**src/rtl/sprite_motion_engine.sv**
```systemverilog
// Per-frame fixed-point position engine for a runner sprite: X integration with
// clamp/wrap borders, jump/gravity FSM and collision respawn. Optional macro:
// SPRITE_MOTION_JUMP_BUFFER_EN holds an airborne jump request through landing.
module sprite_motion_engine #(
  parameter int INIT_X     = 280,
  parameter int INIT_Y     = 400,
  parameter int FRAC_BITS  = 6,
  parameter int X_SPEED    = 64,
  parameter int JUMP_SPEED = 256,
  parameter int GRAVITY    = 64,
  parameter int MAX_FALL   = 512,
  parameter int FRAME_W    = 640,
  parameter int OBJ_W      = 32,
  parameter int GROUND_Y   = 400,
  parameter int X_MODE     = 0
) (
  input  logic        clk,
  input  logic        reset,
  input  logic        startOfFrame,
  input  logic        move_left,
  input  logic        move_right,
  input  logic        jump_req,
  input  logic        collision,
  output logic [10:0] topLeftX,
  output logic [10:0] topLeftY,
  output logic        airborne,
  output logic        landed
);

  localparam int unsigned POS_W = 32;
  localparam int unsigned PX_W  = 11;

  localparam logic signed [POS_W-1:0] INIT_XF  = POS_W'(INIT_X * (2 ** FRAC_BITS));
  localparam logic signed [POS_W-1:0] INIT_YF  = POS_W'(INIT_Y * (2 ** FRAC_BITS));
  localparam logic signed [POS_W-1:0] GROUND_F = POS_W'(GROUND_Y * (2 ** FRAC_BITS));
  localparam logic signed [POS_W-1:0] LIM_F    = POS_W'((FRAME_W - OBJ_W) * (2 ** FRAC_BITS));
  localparam logic signed [POS_W-1:0] WRAP_F   = POS_W'(FRAME_W * (2 ** FRAC_BITS));

  typedef enum logic [1:0] {ST_GROUND, ST_RISING, ST_FALLING} state_e;

  state_e                  state_q, state_d;
  logic signed [POS_W-1:0] x_q, x_d;
  logic signed [POS_W-1:0] y_q, y_d;
  logic signed [POS_W-1:0] vy_q, vy_d;
  logic                    jump_pend_q, jump_pend_d;
  logic                    jump_prev_q, jump_prev_d;
  logic                    landed_q, landed_d;
  logic                    airborne_q, airborne_d;
  logic [PX_W-1:0]         top_left_x_q, top_left_x_d;
  logic [PX_W-1:0]         top_left_y_q, top_left_y_d;

  logic                    jump_edge;
  logic signed [POS_W-1:0] dx, x_sum, x_next, y_int, vy_int;

  // Horizontal step and border handling, evaluated every cycle, applied on SOF
  always_comb begin
    dx = '0;
    if (move_right && !move_left)      dx = POS_W'(X_SPEED);
    else if (move_left && !move_right) dx = -POS_W'(X_SPEED);
    x_sum  = x_q + dx;
    x_next = x_sum;
    if (X_MODE == 0) begin
      if (x_sum < 0)          x_next = '0;
      else if (x_sum > LIM_F) x_next = LIM_F;
    end else begin
      if (x_sum < 0)            x_next = x_sum + WRAP_F;
      else if (x_sum >= WRAP_F) x_next = x_sum - WRAP_F;
    end
    y_int  = y_q + vy_q;
    vy_int = vy_q + POS_W'(GRAVITY);
    if (vy_int > POS_W'(MAX_FALL)) vy_int = POS_W'(MAX_FALL);
  end

  assign jump_edge = jump_req & ~jump_prev_q;

  always_comb begin
    state_d     = state_q;
    x_d         = x_q;
    y_d         = y_q;
    vy_d        = vy_q;
    jump_pend_d = jump_pend_q;
    jump_prev_d = jump_req;
    landed_d    = 1'b0;

    if (collision) begin
      state_d     = ST_GROUND;
      x_d         = INIT_XF;
      y_d         = INIT_YF;
      vy_d        = '0;
      jump_pend_d = 1'b0;
    end else if (startOfFrame) begin
      x_d = x_next;
      case (state_q)
        ST_GROUND: begin
          if (jump_pend_q || jump_edge) begin
            vy_d        = -POS_W'(JUMP_SPEED);
            jump_pend_d = 1'b0;
            state_d     = ST_RISING;
          end
        end
        ST_RISING: begin
          y_d  = y_int;
          vy_d = vy_int;
          if (y_int < 0) begin
            y_d  = '0;
            vy_d = '0;
          end
          if (vy_d >= 0) state_d = ST_FALLING;
        end
        ST_FALLING: begin
          y_d  = y_int;
          vy_d = vy_int;
          if (y_int >= GROUND_F) begin
            y_d      = GROUND_F;
            vy_d     = '0;
            state_d  = ST_GROUND;
            landed_d = 1'b1;
          end
        end
        default: state_d = ST_GROUND;
      endcase
      // Airborne SOF: either hold the request for after landing or drop it
      if (state_q != ST_GROUND) begin
`ifdef SPRITE_MOTION_JUMP_BUFFER_EN
        jump_pend_d = jump_pend_q | jump_edge;
`else
        jump_pend_d = 1'b0;
`endif
      end
    end else if (jump_edge) begin
      jump_pend_d = 1'b1;
    end

    top_left_x_d = PX_W'(x_d >>> FRAC_BITS);
    top_left_y_d = PX_W'(y_d >>> FRAC_BITS);
    airborne_d   = (state_d != ST_GROUND);
  end

  always_ff @(posedge clk) begin
    if (reset) begin
      state_q      <= ST_GROUND;
      x_q          <= INIT_XF;
      y_q          <= INIT_YF;
      vy_q         <= '0;
      jump_pend_q  <= 1'b0;
      jump_prev_q  <= 1'b0;
      landed_q     <= 1'b0;
      airborne_q   <= 1'b0;
      top_left_x_q <= PX_W'(INIT_X);
      top_left_y_q <= PX_W'(INIT_Y);
    end else begin
      state_q      <= state_d;
      x_q          <= x_d;
      y_q          <= y_d;
      vy_q         <= vy_d;
      jump_pend_q  <= jump_pend_d;
      jump_prev_q  <= jump_prev_d;
      landed_q     <= landed_d;
      airborne_q   <= airborne_d;
      top_left_x_q <= top_left_x_d;
      top_left_y_q <= top_left_y_d;
    end
  end

  assign topLeftX = top_left_x_q;
  assign topLeftY = top_left_y_q;
  assign airborne = airborne_q;
  assign landed   = landed_q;

endmodule

```
**config.mk**
```make
export PLATFORM = sky130hd
export DESIGN_NAME = sprite_motion_engine
export DESIGN_NICKNAME = d
export VERILOG_FILES = /design/src/rtl/sprite_motion_engine.sv
export SDC_FILE = /design/constraint.sdc
export NUM_CORES = 1
export LEC_CHECK = 0
export ABC_AREA = 1
export CORE_MARGIN = 2
export CORE_UTILIZATION = 55
export CTS_CLUSTER_SIZE = 16
export DETAILED_ROUTE_END_ITERATION = 16
export GPL_TIMING_DRIVEN = 0
export PLACE_DENSITY = 0.82
export SYNTH_ARGS = -nofsm -noshare
export SYNTH_HDL_FRONTEND = slang
export SYNTH_SLANG_ARGS = --single-unit
```
**constraint.sdc**
```tcl
create_clock -name clk -period 9.89 [get_ports clk]
set_input_delay 1.4835 -clock clk [delete_from_list [all_inputs] [get_ports clk]]
set_output_delay 1.4835 -clock clk [all_outputs]
set_load 0.01 [all_outputs]
```
==> metrics.md, run 1 <==
| Metric | Value |
|---|---|
| Full die area | 17100 µm² |
| Worst setup EP type | flip-flop |
| Remaining global-route overflow | 0 |
| Reg2reg start | vy_q[0]$_SDFFE_PP0P_ |
| Worst-case clock buffer depth | 2 |
| Setup violators final | 0 |
| Starting density of the core | 55.9% |
| Die height | 131 µm |
| Final Skew | 0.0126 ns |
| P_leak | 0.00487 µW |
| DP HPWL | 20.0 mm |
| Htree depth | 3 |
| Die Wd | 131 µm |
| Avg Cell Area, Syn | 5.94 µm² |
| Detail Route Antenna Nets | 0 |
| FFs w/ async S/R, synth | 0% |
| Post-Syn Nets | 1561 |
| Nets | 1602 |
| Num CTS Buffers | 9 |
| FF-to-FF setup slack | 6.46 ns |
| Routed WL per cell | 14.2 µm |
| GRT Util Overall | 29.9% |
| Register area share after synthesis | 21.5% |
| Relative slew slack | 25.2% |
| Drt total wl | 24.8 mm |
| CTS tree | yes |
| I/O pin cnt | 31 |
| Largest net degree at the start of global routing | 27 |
| EDFF count, synth | 0 |
| Mapped Area | 8840 µm² |
| Max_cap viols | 0 |
| Main synth FF type | dfxtp_1 |
| Count of different cell masters after synthesis | 43 |
| Synth Register Bits | 95 |
| Antenna cells | 0 |
| First-pass GRT wire length | 40.4 mm |
| FF-to-FF End | y_q[11]$_SDFFE_PP0P_ |
| Clk Latency, worst-skew pair | 0.36 ns |
| Rows | 46 |
| RSZ-0062 raised after global routing | no |
| HP Class | reg -> reg |
| Worst Hold Path Cells | 2 |
| Arrival time worst endpoint | 5.54 ns |
| Slew Limit Fails | 0 |
| Clock sink total | 95 |
| Ys Warns | 0 |
| Vias | 9252 |
| Worst Path Required | 10.15 ns |
| Clock root buffer | clkbuf_16 |
| Cell count after synthesis | 1489 |
| Worst-path fanout max | 26 |
| Setup_tns | 0 ns |
| Worst-margin pin slew | 1.12 ns |
| DR vias/cell | 5.28 |
| Port Buffers | 30 |
| Post-route setup slack | 4.61 ns |
| R2R depth | 21 |
| Fmax | 0.189 GHz |
| Final period util | 53.4% |
| Start point of the worst hold path | x_q[20]$_SDFFE_PP0P_ |
| Worst Hold End | x_q[20]$_SDFFE_PP0P_ |
| DRC | 0 |
| Setup Crit Path Kind | in -> reg |
| Setup Buffers After CTS | 0 |
| Detailed Routing Iterations Pass 1 | 8 |
| Hold_ws | 0.452 ns |
| Peak supply drop | 0.0849 mV |
| Vias in the first global route | 8389 |
| Post-CTS Resized | 0 |
| Nature of the critical path startpoint | input port |
| Post-Place Worst Slack | 4.29 ns |
| Clk pin slew, worst setup/hold paths | 0.07 ns |
| Core Area | 15800 µm² |
| Layout cell share with drive strength beyond 1 | 6.58% |
| Post-layout min period | 5.28 ns |
| Initial antenna violation count | 0 |
| Placer congestion estimate | 0.993 |
| Hold buffer count at CTS | 0 |
| P&R area growth vs syn | 9.72% |
| Fin. Hold Viols | 0 |
| Iter 0 DRT Violations | 877 |
| Outcome | complete, no violations |
| Pwr dens | 92.3 nW/µm² |
## sequential cells by signal (all words and copies together), names as in the netlist
signal / cells
landed: 1
airborne: 1
state_q: 2
x_q: 25
jump_prev_q: 1
y_q: 32
vy_q: 32
jump_pend_q: 1
## where the power goes
| part | internal, µW | switching, µW | total, µW |
|---|---|---|---|
| clock | 176 | 169 | 345 |
| sequential | 388 | 8.75 | 397 |
| combinational | 47.9 | 105 | 153 |
## kinds of logic (layout without fill, tap and decap cells)
group                    after synthesis  after routing  share of synthesized area (%)
buffers and inverters                285            331                           13.3
AO/OA/AOI/OAI                        148            148                           9.31
AND/OR/NAND/NOR                      840            840                           41.0
XOR/XNOR                              56             56                           5.55
flip-flops                            95             95                           21.5
adder cells (fa/ha/maj)               65             65                           9.36
## metal layers
metal	share of wire [%]	track usage, %
met3	7.8	7.00
met2	43	47.1
met4	2.6	9.51
met1	46	40.5
met5	0	0
## Yosys cell counts (23+ instances only)
cell	number	area, µm²
nor3_1	26	130
a21oi_1	93	465
xor2_1	41	359
nand3_1	86	430
o21ai_0	25	125
clkbuf_1	23	86.3
nand2_1	467	1750
inv_1	219	822
ha_1	63	788
nor2_1	148	556
dfxtp_1	95	1900
nand4_1	56	350
## layout make-up
class | count | area, µm²
inverters | 229 | 862
flip-flops and latches | 95 | 1900
multi-input cells | 1109 | 5770
plain buffers | 56 | 313
fillers | 1576 | 6120
well taps | 216 | 270
repair buffers | 30 | 300
clock buffers | 9 | 225
clock inverters | 7 | 63.8
## cells in the final DEF, fill, tap and decap left out, types with 23 or more instances in the layout
master	instances
nand2_1	467
inv_1	219
nor2_1	148
dfxtp_1	95
a21oi_1	93
nand3_1	86
ha_1	63
nand4_1	56
xor2_1	41
clkdlybuf4s50_1	30
nor3_1	26
o21ai_0	25
clkbuf_1	23
## critical path: stages
cell and delay [ns]:
clkdlybuf4s50_1 0.46, ha_1 0.89, ha_1 0.44, nand3_1 0.10, nand3_1 0.15, a21boi_1 0.35, o21ai_0 0.26, xnor2_1 0.29
nand3b_1 0.10, nand2_1 0.10, nand2_1 0.05, nor2_1 0.11, nand4_1 0.11, nor2_2 0.39, nand2_1 0.10, nand2_1 0.08
nand2_1 0.05
## worst max-delay path by stage
| stage | end | cells past startpoint | start |
|---|---|---|---|
| 2_1_floorplan | x_q[11]$_SDFFE_PP0P_ | 19 | move_right |
| 3_3_place_gp | x_q[12]$_SDFFE_PP0P_ | 17 | move_left |
| 3_5_place_dp | x_q[12]$_SDFFE_PP0P_ | 17 | move_left |
| 4_1_cts | x_q[12]$_SDFFE_PP0P_ | 17 | move_left |
| 5_1_grt | x_q[12]$_SDFFE_PP0P_ | 16 | move_left |
| 6_report | x_q[12]$_SDFFE_PP0P_ | 17 | move_left |
## through the flow
| step | cell area [µm²] | instances | power (µW) | utilization (%) |
|---|---|---|---|---|
| after floorplan | 8840 | 1489 | 512 | - |
| after global placement | 9420 | 1735 | 552 | 59.5 |
| after detailed placement | 9420 | 1735 | 554 | 59.5 |
| after CTS | 9700 | 1751 | 895 | 61.3 |
| after global routing | 9700 | 1751 | 935 | 61.3 |
| final | 9700 | 1751 | 896 | 61.3 |
Power figures use the tool's default switching activity.
==> run 2, diff against run 1 <==
--- a/config.mk
+++ b/config.mk
@@ -11,7 +11,7 @@
 export CTS_CLUSTER_SIZE = 16
 export DETAILED_ROUTE_END_ITERATION = 16
 export GPL_TIMING_DRIVEN = 0
-export PLACE_DENSITY = 0.82
+export PLACE_DENSITY = 0.85
 export SYNTH_ARGS = -nofsm -noshare
 export SYNTH_HDL_FRONTEND = slang
 export SYNTH_SLANG_ARGS = --single-unit
==> constraint.sdc (replaced) <==
create_clock -name clk -period 4.5 [get_ports clk]
set_input_delay 0.675 -clock clk [delete_from_list [all_inputs] [get_ports clk]]
set_output_delay 0.675 -clock clk [all_outputs]
set_load 0.01 [all_outputs]
==> run 2 against run 1 <==
  * Setup slack worse by 4.1 ns
  * Total power up 130%
  * Global-route usage increased by 0.14 points
  * Highest routed layer unchanged
  * Register-to-register slack got worse by 5.5 ns
  * Die area is the same
  * Non-clock buffer count stayed put
  * Critical path depth increased by 2
  * Flip-flop and latch count unchanged
  * First-iteration DRC count shrank 13%
  * Largest power group unchanged
==> metrics.md, run 2 (synthesized netlist as in run 1, its figures left out) <==
| Metric | Value |
|---|---|
| Worst-case clock buffer depth | 2 (unchanged) |
| Fin area | 9730 µm² (was 9700 µm²) |
| CTS tree | yes (unchanged) |
| Worst Path Required | 4.76 ns (was 10.15 ns) |
| P&R area growth vs syn | 9.97% (was 9.72%) |
| RSZ-0062 raised after global routing | no (unchanged) |
| M1 wire length | 11.7 mm (was 11.5 mm) |
| Pwr dens | 207 nW/µm² (was 92.3 nW/µm²) |
| Layout cell share with drive strength beyond 1 | 6.64% (was 6.58%) |
| I/O pin cnt | 31 (unchanged) |
| Initial antenna violation count | 0 (unchanged) |
| Hold buffer count at CTS | 0 (unchanged) |
| Nets | 1602 (unchanged) |
| Detail Route Antenna Nets | 0 (unchanged) |
| Start point of the worst hold path | x_q[24]$_SDFFE_PP0P_ (was x_q[20]$_SDFFE_PP0P_) |
| Largest net degree at the start of global routing | 27 (unchanged) |
| Die Wd | 131 µm (unchanged) |
| Setup_tns | 0 ns (unchanged) |
| Clk Latency, worst-skew pair | 0.36 ns (about the same) |
| Remaining global-route overflow | 0 (unchanged) |
| R2R depth | 20 (was 21) |
| HP Class | reg -> reg (unchanged) |
| Worst setup EP type | flip-flop (unchanged) |
| Routed WL per cell | 14.3 µm (was 14.2 µm) |
| Setup violators final | 0 (unchanged) |
| Clock sink total | 95 (unchanged) |
| Placed inst area | 9420 µm² (unchanged) |
| Hold_ws | 0.448 ns (was 0.452 ns) |
| Relative slew slack | 52.8% (was 25.2%) |
| Wire length on met3 | 1.77 mm (was 1.94 mm) |
| Most frequent cells in the layout | nand2_1, inv_1, nor2_1, dfxtp_1, a21oi_1 (unchanged) |
| Critical path origin | move_left (unchanged) |
| Final period util | 89.5% |
| First-pass GRT wire length | 40.4 mm (about the same) |
| Nature of the critical path startpoint | input port (unchanged) |
| Vias | 9412 (was 9252) |
| Clk pin slew, worst setup/hold paths | 0.07 ns (about the same) |
| P_leak | 0.00488 µW (was 0.00487 µW) |
| Top flop regs | vy_q x32, y_q x32, x_q x25 (unchanged) |
| Fill cells | 1571 (was 1576) |
| Fmax | 0.248 GHz |
| Core Area | 15800 µm² (unchanged) |
| GRT Util Overall | 30.0% (was 29.9%) |
| Worst Hold Path Cells | 2 (unchanged) |
| Final Skew | 0.0123 ns (was 0.0126 ns) |
| Arrival time worst endpoint | 4.28 ns (was 5.54 ns) |
| Worst-path fanout max | 26 (unchanged) |
| Iter 0 DRT Violations | 761 (was 877) |
| Outcome | complete, no violations (unchanged) |
| Port Buffers | 30 (unchanged) |
| Drt total wl | 25.1 mm (was 24.8 mm) |
| Htree depth | 3 (unchanged) |
| Detailed Routing Iterations Pass 1 | 5 (was 8) |
| Rows | 46 (unchanged) |
| DP HPWL | 20.0 mm (about the same) |
| Met2 wire length | 10.9 mm (was 10.7 mm) |
| Full die area | 17100 µm² (unchanged) |
| Final core occ | 61.5% (was 61.3%) |
| Max_cap viols | 0 (unchanged) |
| Fin. Hold Viols | 0 (unchanged) |
| Worst-margin pin slew | 0.708 ns (was 1.12 ns) |
| Antenna cells | 0 (unchanged) |
| Top Metal Used | met4 (unchanged) |
| Post-Layout Cell Count | 1751 (unchanged) |
| Peak supply drop | 0.174 mV (was 0.0849 mV) |
| Num CTS Buffers | 9 (unchanged) |
| Die height | 131 µm (unchanged) |
| Register area | 1900 µm² (unchanged) |
| Setup Buffers After CTS | 0 (unchanged) |
| Reg2reg start | vy_q[0]$_SDFFE_PP0P_ (unchanged) |
| Most common cell after layout, fill and taps aside | nand2_1 (unchanged) |
| Post-CTS Resized | 0 (unchanged) |
| Vias in the first global route | 8330 (was 8389) |
| Setup Crit Path Kind | in -> reg (unchanged) |
| Post-layout min period | 4.03 ns |
| Starting density of the core | 55.9% (unchanged) |
| Placer congestion estimate | 1.01 (was 0.993) |
| DRC | 0 (unchanged) |
| Placed Cells | 1735 (unchanged) |
| Area of the multi-input gates | 5770 µm² (about the same) |
| Clock root buffer | clkbuf_16 (unchanged) |
| Slew Limit Fails | 0 (unchanged) |
| DR vias/cell | 5.38 (was 5.28) |
## run 2: cell type report
type                            count  area share (%)
Multi-Input combinational cell   1109            59.3
Timing Repair Buffer               30            3.09
Sequential cell                    95            19.6
Clock buffer                       11            2.60
Tap cell                          216            2.78
Inverter                          229            8.86
Buffer                             56            3.22
Clock inverter                      5           0.579
## run 2: worst paths after layout
path,endpoint,slack [ns]
setup / recovery,x_q[15]$_SDFFE_PP0P_,0.47
hold / removal,x_q[24]$_SDFFE_PP0P_,0.45
setup reg to reg,vy_q[6]$_SDFFE_PP0P_,0.98
hold reg to reg,x_q[24]$_SDFFE_PP0P_,0.45
## run 2: worst max-delay path, cell delays in order
cell	delay, ns
clkdlybuf4s50_1	0.46
ha_2	0.57
ha_1	0.39
nand3_1	0.12
nand3_1	0.14
a21boi_1	0.32
o21ai_0	0.27
nand2_1	0.12
nand2_1	0.09
nand2_1	0.10
nand3b_1	0.07
nand2_1	0.08
nand2_1	0.05
nor2_1	0.10
nand4_1	0.11
nor2_2	0.37
nand2_1	0.10
nand2_1	0.08
nand2_1	0.04
## run 2: power by group
group	internal (µW)	total [µW]	switching, µW
registers	854	874	19.8
clock network	461	806	346
logic	106	336	231
total	1420	2020	596
## run 2: layer usage
metal / up-vias / track usage (%)
met3: 48 / 3.79
li1: 4791 / -
met4: 0 / 12.7
met5: - / 0
met1: 4206 / 41.6
met2: 367 / 47.1
## run 2: per-stage QoR
stage | power, µW | setup slack, ns
finish | 2020 | 0.472
global route | 2090 | 0.134
CTS | 2010 | 0.136
detailed placement | 1220 | -0.216
global placement | 1210 | -0.187
floorplan | 1120 | 1.02
